`src/rtl/reg_file_32x32.sv`:
```
// 32-entry register file: decoded one-hot row writes, two combinational read ports,
// register 0 hardwired to zero, optional write-through bypass on reads.
module reg_file_32x32 #(
  parameter int unsigned WIDTH  = 32,
  parameter bit          BYPASS = 1'b0
) (
  input  logic             clk_i,
  input  logic             rst_i,
  input  logic             we_i,
  input  logic [4:0]       waddr_i,
  input  logic [WIDTH-1:0] wdata_i,
  input  logic [4:0]       raddr1_i,
  input  logic [4:0]       raddr2_i,
  output logic [WIDTH-1:0] rdata1_o,
  output logic [WIDTH-1:0] rdata2_o,
  output logic [31:0]      wr_onehot_o
);

  logic [31:0]      row_en;
  logic [WIDTH-1:0] regs_q  [1:31];
  logic [WIDTH-1:0] regs_d  [1:31];
  logic [WIDTH-1:0] rd_view [32];

  // Row 0 never gets an enable, so address 0 can neither be written nor bypassed.
  always_comb begin
    row_en = '0;
    if (we_i) begin
      row_en[waddr_i] = 1'b1;
    end
    row_en[0] = 1'b0;
  end

  assign wr_onehot_o = row_en;

  always_comb begin
    for (int i = 1; i < 32; i++) begin
      regs_d[i] = row_en[i] ? wdata_i : regs_q[i];
    end
  end

  always_ff @(posedge clk_i) begin
    if (rst_i) begin
      for (int i = 1; i < 32; i++) begin
        regs_q[i] <= '0;
      end
    end else begin
      for (int i = 1; i < 32; i++) begin
        regs_q[i] <= regs_d[i];
      end
    end
  end

  always_comb begin
    rd_view[0] = '0;
    for (int i = 1; i < 32; i++) begin
      rd_view[i] = (BYPASS && row_en[i]) ? wdata_i : regs_q[i];
    end
  end

  assign rdata1_o = rd_view[raddr1_i];
  assign rdata2_o = rd_view[raddr2_i];

  always_ff @(posedge clk_i) begin
    if (!rst_i) begin
      assert ($onehot0(row_en))
      else $error("row write enables not one-hot: %b", row_en);
    end
  end

endmodule

```
`config.mk`:
```
export PLATFORM = sky130hd
export DESIGN_NAME = reg_file_32x32
export DESIGN_NICKNAME = d
export VERILOG_FILES = /design/src/rtl/reg_file_32x32.sv
export SDC_FILE = /design/constraint.sdc
export NUM_CORES = 2
export LEC_CHECK = 0
export ABC_CLOCK_PERIOD_IN_PS = 1650
export BUFFER_PORTS_ARGS = -buffer_cell sky130_fd_sc_hd__clkbuf_2
export CAP_MARGIN = 25
export CORE_UTILIZATION = 23
export CTS_CLUSTER_DIAMETER = 80
export DETAILED_ROUTE_END_ITERATION = 16
export HOLD_SLACK_MARGIN = 0.03
export REMOVE_ABC_BUFFERS = 1
export SYNTH_ARGS = -nofsm -noshare
export SYNTH_HDL_FRONTEND = slang
export SYNTH_SLANG_ARGS = --single-unit
```
`constraint.sdc`:
```
create_clock -name clk_i -period 1.65 [get_ports clk_i]
set_input_delay 0.0825 -clock clk_i [delete_from_list [all_inputs] [get_ports clk_i]]
set_output_delay 0.0825 -clock clk_i [all_outputs]
set_load 0.02 [all_outputs]
```
# --- After elaboration in Yosys (flattened, before gate mapping) ---
# Memory sizes are Yosys's and may differ from the RTL's.
# Index checks and enable logic that the tools add are counted.
totals:
  ff_bits: 0
  ram_bits: 992
  output_inout_bits: 96
  wordCells: 113
  memories: 1
op_classes:
  magnitude_cmp: 4
  muxes: 74
  bitwise: 33
  reduce_logical: 1
mem_list:
  columns: ["name", "words", "width", "rd", "rd_ports_with_merged_regs", "write_ports", "line", "text"]
  rows:
  - ["regs_q", 31, 32, 31, 0, 31, "20", "logic [WIDTH-1:0] regs_q [1:31];"]
ops:
  columns: ["op", "count"]
  rows:
  - ["32-bit two-way mux", 67]
  - ["32-bit binary-select mux with 5-bit select", 2]
  - ["1-bit OR", 31]
  - ["6-bit greater-or-equal comparator (second input constant)", 2]
  - ["5-bit NOT with 6-bit output", 2]
  - ["5-bit by 6-bit less-than comparator with 1-bit output (second input constant)", 1]
  - ["1-bit demux with 5-bit select", 1]
  - ["5-bit by 1-bit greater-or-equal comparator with 1-bit output (second input constant)", 1]
  - ["1-bit two-way mux", 4]
  - ["1-bit logical AND", 1]

# --- Logic depth before layout (Yosys ltp) ---
depth:
  word_depth: 7
  ltp_mapped: 9
  mapped_depth_nobuf: 6

# --- Least setup slack after synthesis ---
# OpenSTA, ideal clock, no wires.
synth_path:
  path_kind: "input -> output"
  start: "in raddr1_i[0]"
  end: "out rdata1_o[10]"
  arrival_ns: 1.357
  required_ns: 1.567
  path_slack_ns: 0.211
  path_stages: 7
  cell_sequence: "buf_6 > buf_6 > mux4_2 > nor2b_1 > nor3_1 > a31oi_1 > nand3_1"
synth_via:
  elab_chain_cells: 4
synth_rtl:
  columns: ["element", "line", "text"]
  rows:
  - ["start: declaration", "12", "input logic [4:0] raddr1_i,"]
  - ["5-bit NOT with 6-bit output (not written as such)", "60", "assign rdata1_o = rd_view[raddr1_i];"]
  - ["32-bit binary-select mux with 5-bit select", "60", null]
  - ["32-bit two-way mux (not written as such) (2 in series)", "60", null]
  - ["end: declaration", "14", "output logic [WIDTH-1:0] rdata1_o,"]
# No other way between the ends. The select of a mux whose other input is x is not followed.

==> metrics.md <==
| Metric | Value |
|---|---|
| Status | complete, but fails checks |
| Failing checks | setup timing |
| Mapped cell area | around 51000 sq um |
| CP startpoint kind | flop |
| Ys async rst share | 0% |
| Worst path bufs/invs | 2 |
| CTS Buf Count | 98 |
| Max-cap violation count | 0 |
| Final setup violation count | 64 |
| Minimum clock period | 2.52 ns |
| Vias in the first global route | just under 50000 |
| Main synth FF type | dfxtp_1 |
| Final hold violation count | 0 |
| CP Capture Type | primary output |
| WL/cell | roughly 23 um |
| Core footprint | about 220000 sq um |
| Slowest stage cell, crit path | mux4_2 |
| Die Ht | around 470 um |
| Max FFs per register | roughly 1000 |
| Root Buffer | clkbuf_16 |
| Routability cong. | about 0.9 |
| TritonCTS clock tree | yes |
| Clk_skew | 0 ns |
| HP Class | in -> reg |
| DRT iter0 DRCs | around 5600 |
| Clock sink total | between 900 and 1000 |
| CP required | between 1.5 and 2 ns |
| Final net count | 6765 |
| Total die area | approximately 220000 sq um |
| # H-tree levels | 3 |
| Top area cells in the synthesized netlist | dfxtp_1 (39%), nand2_1 (16%), mux2i_1 (15%) |
| Ys Warns | 0 |
| Mapped Cells | roughly 6600 |
| Total gr overflow | 0 |
| Clock insertion delay at the later pin of the skew report | 0.73 ns |
| Fin crit share | 153% |
| Remaining DRCs | 0 |
| Worst slew margin | 47.0% |
| VDD IR max | 0.966 mV |
| Slew @ Worst Pin | 0.794 ns |
| Clock transition at path regs | 0.07 ns |
| DR vias | between 50000 and 60000 |
| Most flops, register | regs_q |
| CP Class | reg -> out |
| Total GRT Usage | about a fifth |
| Crit path largest cell delay | around 0.45 ns |
| Seq cells post-synth | just under 1000 |
| Post-DP HPWL | ~140 mm |
| Pin count of the biggest net entering global routing | 95 |
| Initial Util | 23.1% |
| DRT antenna net count | 0 |
| Port bufs | ~140 |
| Synth top area share | between 30% and 40% |
| Commonest cells post-synth | nand2_1 (2147), a21oi_1 (1120), dfxtp_1 (992) |
| Top Family by Delay on Critical Path | multiplexers |
| Layout area overhead | 28.0% |
| # rows | 173 |
| Share of cells above drive strength 1 | 20.3% |
| TritonRoute pass-1 iters | 8 |
| I/O Pins | approximately 150 |
| Width of the die | about 470 um |
| Leading area contributor after synthesis | dfxtp_1 |
| Final Total Pwr | around 56000 uW |
| Initial antenna violation count | 20 |
| EDFF count, synth | 0 |
| Count of different cell masters after synthesis | 31 |
| Top Registers | regs_q x992 |
| Fmax | a little under 0.4 GHz |
| Hold Slack | about 0.073 ns |
| First-pass GRT wire length | ~320 mm |
| RSZ-0062 raised after global routing | true |
| Syn_area_per_cell | 7.82 sq um |
| Crit path cell chain | buf_6 > mux4_2 > nor2b_2 > nor3_2 > a31oi_2 > nand3_2 > buf_8 |
| Register area share after synthesis | between 30% and 40% |
| Max clock buf depth | 3 |
| Power per cell area | roughly 850 nW/um^2 |
| Fin util | 29.6% |
| Leak | about 0.024 uW |
| Vias per cell | 5.20 |
| CP arrival | 2.44 ns |
| Max FO, Critical Path | 2 |
| Setup WS post-layout | -0.869 ns |
| Most common cell in the netlist | nand2_1 |
| Slew Limit Fails | 0 |
| WL final | between 200 and 250 mm |
-- report_power, final --
group | leakage (uW) | switching [uW] | internal [uW]
clock network | 0.00167 | 10700 | 13500
logic | 0.0142 | 4700 | 2950
registers | 0.00803 | 140 | 24100
total | 0.0239 | 15500 | 40500
-- worst paths after layout --
check                           cells past startpoint  slack (ns)      startpoint              to
worst max-delay path                                7       -0.87  regs_q[0][140]    rdata1_o[12]
worst min-delay path                                7        0.07      waddr_i[1]   regs_q[1][33]
worst min register to register                      2        0.46  regs_q[0][231]  regs_q[0][231]
worst max register to register                      3        0.51  regs_q[0][285]  regs_q[0][285]
-- cell families (layout without fill, tap and decap cells) --
group / Yosys count / in the layout / share of synthesized area (%)
AND/OR/NAND/NOR: 2496 / 2496 / 19.4
AO/OA/AOI/OAI: 1504 / 1504 / 16.5
flip-flops: 992 / 992 / 38.7
multiplexers: 896 / 896 / 19.2
buffers and inverters: 674 / 905 / 6.14
other: 1 / 12 / 0.00731
-- timing repair --
item,in CTS,in global routing
pin swaps,81,52
hold buffers,34,0
setup buffers,3,1
endpoints found under the setup margin,65,66
hold endpoints to repair,962,0
gates resized for setup,500,188
gates cloned,0,0
-- per-stage QoR --
| stage | cells | area [sq um] | TNS [ns] | setup slack [ns] |
|---|---|---|---|---|
| 6_report | 9780 | 65700 | -49.99 | -0.869 |
| 5_1_grt | 9779 | 65700 | -53.11 | -0.937 |
| 4_1_cts | 9769 | 64900 | -52.47 | -0.915 |
| 3_5_place_dp | 9577 | 58900 | -32.63 | -0.751 |
| 3_3_place_gp | 9577 | 58900 | -32.39 | -0.777 |
| 2_1_floorplan | 5920 | 48300 | -221.94 | -2.46 |
-- layout make-up --
class	count	area, sq um
Antenna cell	11	27.5
Sequential cell	992	20000
Multi-Input combinational cell	4897	30900
Timing Repair Buffer	695	7590
Fill cell	22938	156000
Tap cell	2975	3720
Clock buffer	130	2770
Clock inverter	49	609
Inverter	31	116
-- routing by layer --
layer / track usage (%) / vias to the layer above / share of wire [%]
met4: 12.3 / 12 / 6.7
met2: 30.5 / 2711 / 46
li1: - / 22817 / -
met5: 0 / - / 0.035
met3: 3.45 / 714 / 8.9
met1: 22.6 / 24567 / 39
-- placed cells by master, fill, tap and decap left out, types with 11 or more instances in the layout --
| cell type | count |
|---|---|
| nand2_1 | 2121 |
| a21oi_1 | 1120 |
| dfxtp_1 | 917 |
| mux2i_1 | 768 |
| buf_4 | 353 |
| a22oi_1 | 256 |
| buf_12 | 159 |
| nand3_1 | 132 |
| clkbuf_16 | 99 |
| clkbuf_2 | 76 |
| dfxtp_2 | 75 |
| mux4_2 | 64 |
| buf_8 | 55 |
| mux2_2 | 53 |
| nor2b_4 | 43 |
| a221oi_2 | 39 |
| nand3_4 | 37 |
| nor3_4 | 34 |
| dlygate4sd3_1 | 34 |
| inv_2 | 30 |
| nor3_2 | 29 |
| a31oi_1 | 27 |
| nand2_2 | 26 |
| clkbuf_8 | 26 |
| clkinv_2 | 25 |
| a31oi_4 | 24 |
| nor2b_2 | 23 |
| nand3_2 | 23 |
| a221oi_4 | 17 |
| a31oi_2 | 13 |
| clkbuf_1 | 13 |
| diode_2 | 11 |
-- worst register-to-register path, cell delays in order (launching register included) --
cell           delay [ns]
dfxtp_1              0.35
nand2_1              0.06
a21oi_1              0.13
dlygate4sd3_1        0.55
Note: power is estimated with default switching activity, not from simulation.
